### src/rtl/bist_pkg.sv
// Shared BIST definitions: controller state encoding, default LFSR taps,
// default seed and signature width.
package bist_pkg;

  typedef enum logic [2:0] {
    IDLE,
    INIT,
    RUN,
    SETTLE,
    COMPARE,
    DONE
  } bist_state_e;

  localparam int DEF_SIG_WIDTH = 4;
  localparam int DEF_PAT_WIDTH = 4;
  localparam logic [DEF_PAT_WIDTH-1:0] DEF_SEED = 4'b0001;

  // Feedback taps for x^4+x^3+1: new LSB = q[3] ^ q[2]
  localparam int LFSR_TAP_A = 3;
  localparam int LFSR_TAP_B = 2;

endpackage

### src/rtl/bist_lfsr.sv
// Fibonacci LFSR pattern source: shifts left, feedback from two taps into the LSB.
// Synchronous load has priority over enable.
module bist_lfsr
  import bist_pkg::*;
#(
  parameter int                WIDTH      = DEF_PAT_WIDTH,
  parameter int                TAP_A      = LFSR_TAP_A,
  parameter int                TAP_B      = LFSR_TAP_B,
  parameter logic [WIDTH-1:0]  RESET_SEED = DEF_SEED
) (
  input  logic             clock,
  input  logic             reset,
  input  logic             load,
  input  logic             enable,
  input  logic [WIDTH-1:0] seed,
  output logic [WIDTH-1:0] q
);

  logic [WIDTH-1:0] r_q;
  logic [WIDTH-1:0] w_next;

  assign w_next = {r_q[WIDTH-2:0], r_q[TAP_A] ^ r_q[TAP_B]};

  always_ff @(posedge clock or negedge reset) begin
    if (!reset) begin
      r_q <= RESET_SEED;
    end else if (load) begin
      r_q <= seed;
    end else if (enable) begin
      r_q <= w_next;
    end
  end

  assign q = r_q;

endmodule

### src/rtl/bist_controller.sv
// BIST sequencer: drives LFSR patterns and MISR control for a fixed pattern
// count, then captures and grades the MISR signature. All outputs are registered.
module bist_controller
  import bist_pkg::*;
#(
  parameter int                    SIG_WIDTH  = DEF_SIG_WIDTH,
  parameter int                    PAT_WIDTH  = DEF_PAT_WIDTH,
  parameter int                    PAT_COUNT  = 15,
  parameter logic [PAT_WIDTH-1:0]  SEED       = DEF_SEED,
  parameter logic [SIG_WIDTH-1:0]  GOLDEN_SIG = '0
) (
  input  logic                 clock,
  input  logic                 reset,
  input  logic                 start,
  input  logic                 abort,
  input  logic [SIG_WIDTH-1:0] misr_q,
  output logic [PAT_WIDTH-1:0] pattern,
  output logic                 misr_en,
  output logic                 misr_clr,
  output logic                 busy,
  output logic                 done,
  output logic                 pass,
  output logic                 fail,
  output logic [SIG_WIDTH-1:0] sig_out
);

  localparam int               CNT_W    = $clog2(PAT_COUNT + 1);
  localparam logic [CNT_W-1:0] LAST_CNT = CNT_W'(PAT_COUNT - 1);

  bist_state_e          r_state;
  bist_state_e          w_nextState;
  logic                 r_start;
  logic [CNT_W-1:0]     r_count;
  logic                 r_misrEn;
  logic                 r_misrClr;
  logic                 r_busy;
  logic                 r_done;
  logic                 r_pass;
  logic                 r_fail;
  logic [SIG_WIDTH-1:0] r_sig;
  logic                 w_lfsrLoad;
  logic                 w_lfsrEn;

  // Abort also reloads the seed so an aborted controller looks freshly reset
  assign w_lfsrLoad = (r_state == INIT) || abort;
  assign w_lfsrEn   = (r_state == RUN);

  bist_lfsr #(
    .WIDTH      (PAT_WIDTH),
    .TAP_A      (LFSR_TAP_A),
    .TAP_B      (LFSR_TAP_B),
    .RESET_SEED (SEED)
  ) u_lfsr (
    .clock  (clock),
    .reset  (reset),
    .load   (w_lfsrLoad),
    .enable (w_lfsrEn),
    .seed   (SEED),
    .q      (pattern)
  );

  always_comb begin
    w_nextState = r_state;
    if (abort) begin
      w_nextState = IDLE;
    end else begin
      case (r_state)
        IDLE:    if (r_start) w_nextState = INIT;
        INIT:    w_nextState = RUN;
        RUN:     if (r_count == LAST_CNT) w_nextState = SETTLE;
        SETTLE:  w_nextState = COMPARE;
        COMPARE: w_nextState = DONE;
        DONE:    if (r_start) w_nextState = INIT;
        default: w_nextState = IDLE;
      endcase
    end
  end

  // Start is only captured while idle or done, so requests during a run vanish
  always_ff @(posedge clock or negedge reset) begin
    if (!reset) begin
      r_state   <= IDLE;
      r_start   <= 1'b0;
      r_count   <= '0;
      r_misrEn  <= 1'b0;
      r_misrClr <= 1'b0;
      r_busy    <= 1'b0;
      r_done    <= 1'b0;
      r_pass    <= 1'b0;
      r_fail    <= 1'b0;
      r_sig     <= '0;
    end else begin
      r_state   <= w_nextState;
      r_start   <= start && !abort && ((r_state == IDLE) || (r_state == DONE));
      r_count   <= (r_state == RUN) ? r_count + CNT_W'(1) : '0;
      r_misrClr <= (w_nextState == INIT);
      r_misrEn  <= (w_nextState == RUN);
      r_busy    <= (w_nextState inside {INIT, RUN, SETTLE, COMPARE});
      r_done    <= (w_nextState == DONE);
      if (w_nextState != DONE) begin
        r_pass <= 1'b0;
        r_fail <= 1'b0;
        r_sig  <= '0;
      end else if (r_state == COMPARE) begin
        r_sig  <= misr_q;
        r_pass <= (misr_q == GOLDEN_SIG);
        r_fail <= (misr_q != GOLDEN_SIG);
      end
    end
  end

  assign misr_en  = r_misrEn;
  assign misr_clr = r_misrClr;
  assign busy     = r_busy;
  assign done     = r_done;
  assign pass     = r_pass;
  assign fail     = r_fail;
  assign sig_out  = r_sig;

endmodule

### config.mk
export PLATFORM = sky130hd
export DESIGN_NAME = bist_controller
export DESIGN_NICKNAME = d
export VERILOG_FILES = /design/src/rtl/bist_pkg.sv /design/src/rtl/bist_lfsr.sv /design/src/rtl/bist_controller.sv
export SDC_FILE = /design/constraint.sdc
export NUM_CORES = 1
export LEC_CHECK = 0
export ABC_CLOCK_PERIOD_IN_PS = 2000
export CORE_ASPECT_RATIO = 1.5
export CORE_MARGIN = 2
export CORE_UTILIZATION = 49
export DETAILED_ROUTE_END_ITERATION = 10
export GPL_TIMING_DRIVEN = 0
export PLACE_DENSITY = 0.77
export SLEW_MARGIN = 20
export SYNTH_ARGS = -nofsm -noshare
export SYNTH_HDL_FRONTEND = slang
export SYNTH_HIERARCHICAL = 1
export SYNTH_SLANG_ARGS = --single-unit
### constraint.sdc
create_clock -name clock -period 2 [get_ports clock]
set_input_delay 0.2 -clock clock [delete_from_list [all_inputs] [get_ports clock]]
set_output_delay 0.2 -clock clock [all_outputs]
set_load 0.01 [all_outputs]
==> out/results.txt, run 1 <==
clock buffer depth = 2
Hold Crit Class = in -> async
Final Max Slew Viols = 0
Crit path max-delay family = flip-flops
Post-Syn Instances = 95
max incr delay on CP = 560 ps
Final ANT Viol Nets = 0
RSZ-0062 raised after global routing = no
hold bufs inserted after CTS = 0
Iter 0 DRT Violations = 14
post-layout util = 65.3%
Buffers on Ports = 21
Skew-Pair Late Insertion Delay = 310 ps
die area = 2500 µm²
Overflow after GRT = 0
post-CTS setup repair buffer count = 0
Setup Skew = 2.78 ps
Hold Vio Cnt, Final = 0
slowest CP cell = dfstp_2
TritonCTS buffer count = 3
endpoint type of the worst setup path = primary output
drt total wl = 1.93 mm
WS Path Type = reg -> out
CTS sink count = 22
via density per instance = 5.35
total negative setup slack = 0 ps
first-pass GRT wire length = 3.26 mm
WP data arrival = 1390 ps
area grow syn2layout = 26.2%
syn_area_per_cell = 10.9 µm²
worst-path maximum fanout = 3
DRC = 0
Clock Root Buffer = clkbuf_4
drt wl/cell = 13.4 µm
startpoint types = flop
Post-Syn Area = 1030 µm²
CP required = 1800 ps
Fin Hold WS = 404 ps
Core Region = 2000 µm²
vias post-DR = 771
n_diodes = 0
Final Setup Violations = 0
status = finished clean
Yosys top cell by area = dfrtp_1
vias in the first global route = 784
FP Rows = 20
Yosys warning count = 6
NumNets Final = 133
VDD IR max = 0.458 mV
post-route cell area = 1310 µm²
Yosys top cell area share = 50.8%
PD cells = 629 nW/µm²
largest cells by area after synthesis = dfrtp_1 (51%), mux2i_1 (7.7%), nor2_1 (4.4%)
Worst Tran Pin Value = 937 ps
die extent in x = 41.5 µm
die height = 60.3 µm
post-synthesis cell type count = 28
ratio of cells with drive above 1 in the final layout = 7.38%
IO Count = 22
Lkg Pwr = 0.553 nW
First-pass DRT Iterations = 4
DP Worst Slack = 385 ps
hpwl dp = 1.41 mm
setup ws final = 406 ps
Initial Utilization = 51.7%
fin crit share = 79.7%
CTS tree = done
max_cap viols = 0
clock transition at the registers of the reported paths = 110 ps
Final Critical Period = 1590 ps
flops & latches, synth = 22
Placer Congestion = 0.716
CP cell instances = clkdlybuf4s50_1
H-tree depth = 1
fill count = 173
Total GRT Usage = 17.8%
FMAX = 627 MHz
sequential area share after synthesis = 53.3%
Post-CTS Resized = 0
largest net degree at the start of global routing = 23
DP Area = 1280 µm²
Worst Path Buf+Inv = 1
Worst slew margin = 37.4%
antenna violations before repair = 0
==> final cells by class <==
cell class | count | area, µm² | area share [%]
tap | 22 | 27.5 | 2.11
multi-input combinational | 68 | 445 | 34.1
inverter | 4 | 15.0 | 1.15
clock buffer | 4 | 26.3 | 2.01
timing repair buffer | 21 | 210 | 16.1
buffer | 3 | 30.0 | 2.30
sequential | 22 | 552 | 42.2
==> registers in the layout, summed over array words and instances (netlist names), 3 cells and up <==
signal    flops
r_count       4
sig_out       4
u_lfsr/q      4
r_state       3
==> logic make-up after synthesis <==
group / after synthesis / synth area share (%)
fa+ha+maj: 2 / 2.42
buf+inv: 7 / 4.35
mux: 8 / 7.74
compound gates: 16 / 10.4
flops: 22 / 53.3
other cells: 2 / 0.726
xor+xnor: 4 / 3.39
simple gates: 34 / 17.7
==> metrics by stage <==
step / cells / total power, mW
finish: 144 / 0.821
global route: 144 / 0.857
CTS: 144 / 0.826
detailed placement: 140 / 0.624
global placement: 140 / 0.620
floorplan: 97 / 0.556
==> routing by layer <==
layer / vias to the layer above / global-route usage [%] / share of wire [%]
li1: 371 / - / -
met1: 375 / 17.7 / 38
met2: 20 / 33.3 / 54
met3: 5 / 2.72 / 4.8
met4: 0 / 12.4 / 3.0
met5: - / 0 / 0
==> layout by cell type, fill, tap and decap left out, drive strengths merged, types with 2 or more instances in the layout <==
cell type      netlist  layout
a21o                 2       2
inv                  4       4
clkdlybuf4s50        0      21
ha                   2       2
buf                  3       3
nand2b               7       7
conb                 2       4
nand3                3       3
a211oi               3       3
dfrtp               21      21
clkbuf               0       4
mux2i                8       8
xnor2                3       3
nand2                5       5
a21oi                3       3
o21ai                5       5
nor2                12      12
==> synthesized netlist by cell type <==
cell,number
a211oi_1,3
a21boi_0,1
a21o_1,2
a21oi_1,3
and3_1,1
buf_4,1
buf_6,2
conb_1,2
dfrtp_1,21
dfstp_2,1
ha_1,2
inv_1,4
mux2i_1,8
nand2_1,5
nand2b_1,7
nand3_1,3
nand3b_1,1
nand4_1,1
nor2_1,12
nor2b_1,1
nor3b_4,1
nor4_1,1
o211ai_2,1
o21ai_0,5
o2bb2a_1,1
or3b_1,1
xnor2_1,3
xor2_1,1
==> final timing paths <==
check                                                to  slack, ps                    start  cells past startpoint
worst max-delay path                         pattern[0]        410  u_lfsr/q[0]$_DFFE_PN1P_                      1
worst min-delay path                     done$_DFF_PN0_        400                    reset                      1
worst max register to register  u_lfsr/q[0]$_DFFE_PN1P_        470     r_state[1]$_DFF_PN0_                      6
worst min register to register     r_count[0]$_DFF_PN0_        500     r_count[0]$_DFF_PN0_                      1
max in group asynchronous          r_state[0]$_DFF_PN0_       1030                    reset                      1
min in group clock                    r_start$_DFF_PN0_        450                    start                      2
==> report_power, final <==
part	switching (mW)	leakage, nW	internal, mW
Clock	0.128	0.0150	0.0779
Sequential	0.0153	0.295	0.467
Combinational	0.0623	0.243	0.0706
Total	0.206	0.553	0.615
Note: power is estimated with default switching activity, not from simulation.
==> run 2, diff against run 1 <==
Settings changed: ABC_CLOCK_PERIOD_IN_PS 2000 to 1500.
Clock period 2 ns to 1.5 ns, I/O delays scaled along.
==> run 2 against run 1 <==
Effect of this change:
- power is 34% higher
- cell area grew 1.2%
- core utilization increased by 0.81 points
- clock skew is 1.6 ps higher
- flip-flop and latch count did not move
==> out/results.txt, run 2 (same netlist as run 1, synthesis figures left out) <==
status = finished clean
Worst Tran Pin Value = 940 ps
WP data arrival = 1710 ps
drt total wl = 2.00 mm
NumNets Final = 133
area grow syn2layout = 27.8%
Final Critical Period = 1460 ps
H-tree depth = 1
Iter 0 DRT Violations = 17
Worst slew margin = 37.1%
Initial Utilization = 51.7%
Final ANT Viol Nets = 0
Setup Skew = 4.34 ps
sequential power share = 58.4%
die height = 60.3 µm
ratio of cells with drive above 1 in the final layout = 9.84%
worst-path maximum fanout = 9
startpoint types = flop
endpoint type of the worst setup path = flop
first-pass GRT wire length = 3.26 mm
Core Region = 2000 µm²
Placer Congestion = 0.716
FMAX = 686 MHz
Overflow after GRT = 0
WS Path Type = reg -> reg
hold bufs inserted after CTS = 0
max_cap viols = 0
commonest non-fill, non-tap cell in the layout = dfrtp_1
die extent in x = 41.5 µm
Final Setup Violations = 0
TritonCTS buffer count = 3
First-pass DRT Iterations = 4
multi-input logic area = 460 µm²
Psw = 0.279 mW
die area = 2500 µm²
IO Count = 22
clock transition at the registers of the reported paths = 110 ps
Hold Crit Class = in -> async
Comb pwr share = 16.5%
fin crit share = 97.1%
FP Rows = 20
CTS sink count = 22
largest net degree at the start of global routing = 23
Skew-Pair Late Insertion Delay = 310 ps
internal power = 0.822 mW
total power = 1.10 mW
max layer used = met4
antenna violations before repair = 0
via density per instance = 5.31
Buffers on Ports = 21
fill count = 172
PD cells = 832 nW/µm²
drt wl/cell = 13.9 µm
Hold Vio Cnt, Final = 0
DRC = 0
vias post-DR = 765
Final Max Slew Viols = 0
vias in the first global route = 784
RSZ-0062 raised after global routing = yes
wl on met1 = 765 µm
CTS tree = done
CP required = 1750 ps
clock buffer depth = 2
Total GRT Usage = 17.8%
Clock Root Buffer = clkbuf_4
commonest non-fill, non-tap cells in the layout = dfrtp_1 (21), clkdlybuf4s50_1 (20), nor2_1 (12), mux2i_1 (8), nand2b_1 (6)
Net Sw Frac = 25.3%
Lkg Pwr = 0.563 nW
met2 wire length = 1.07 mm
post-route cell area = 1320 µm²
Clock Power Share = 25.1%
VDD IR max = 0.614 mV
hpwl dp = 1.41 mm
n_diodes = 0
metal3 WL = 104 µm
DP Area = 1280 µm²
Reg area = 552 µm²
-- run 2: power groups by stage --
| stage | clock network, mW | logic [mW] | registers (mW) |
|---|---|---|---|
| finish | 0.276 | 0.182 | 0.643 |
| global route | 0.300 | 0.200 | 0.647 |
| CTS | 0.278 | 0.178 | 0.643 |
| detailed placement | 0 | 0.178 | 0.654 |
| global placement | 0 | 0.175 | 0.653 |
| floorplan | 0 | 0.0813 | 0.661 |
-- run 2: final timing paths --
| check | from | to | slack [ps] | cells past startpoint |
|---|---|---|---|---|
| min reg2reg | r_count[0]$_DFF_PN0_ | r_count[0]$_DFF_PN0_ | 500 | 1 |
| min | reset | misr_en$_DFF_PN0_ | 350 | 1 |
| max reg2reg | r_state[2]$_DFF_PN0_ | u_lfsr/q[0]$_DFFE_PN1P_ | 40 | 5 |
| min in group clock | start | r_start$_DFF_PN0_ | 390 | 2 |
| max in group asynchronous | reset | sig_out[1]$_DFFE_PN0P_ | 580 | 1 |
| max | r_state[2]$_DFF_PN0_ | u_lfsr/q[0]$_DFFE_PN1P_ | 40 | 5 |
-- run 2: per-layer routing --
| metal | global-route usage [%] | up-vias |
|---|---|---|
| li1 | - | 367 |
| met1 | 17.7 | 370 |
| met2 | 33.3 | 23 |
| met3 | 2.72 | 5 |
| met4 | 12.4 | 0 |
| met5 | 0 | - |
-- run 2: through the flow --
stage | setup TNS (ps) | util (%) | worst slack, ps | hold WS (ps) | instances
finish | 0 | 66.1 | 43.0 | 354 | 144
global route | -8.79 | 66.1 | -8.79 | 408 | 144
CTS | 0 | 65.3 | 15.3 | 397 | 144
detailed placement | -158 | 63.9 | -64.8 | 490 | 140
global placement | -16.3 | 63.9 | -16.3 | 474 | 140
floorplan | 0 | - | 119 | -146 | 97
-- run 2: what timing repair did --
item                                    in CTS  in global routing
setup buffers                                0                  0
hold endpoints to repair                     0                  0
gates resized for setup                      3                  4
endpoints found under the setup margin       5                  4
pin swaps                                    0                  1
-- run 2: cell type report --
class / instances / share of cell area (%)
Multi-Input combinational cell: 68 / 34.8
Clock buffer: 4 / 1.99
Inverter: 4 / 1.32
Timing Repair Buffer: 21 / 15.8
Buffer: 3 / 2.27
Tap cell: 22 / 2.08
Sequential cell: 22 / 41.7
-- run 2: critical path: stages, from the launching register on --
cell	delay (ps)
dfrtp_1	380
buf_6	130
inv_1	130
a21o_4	280
or3b_1	390
o211ai_2	80
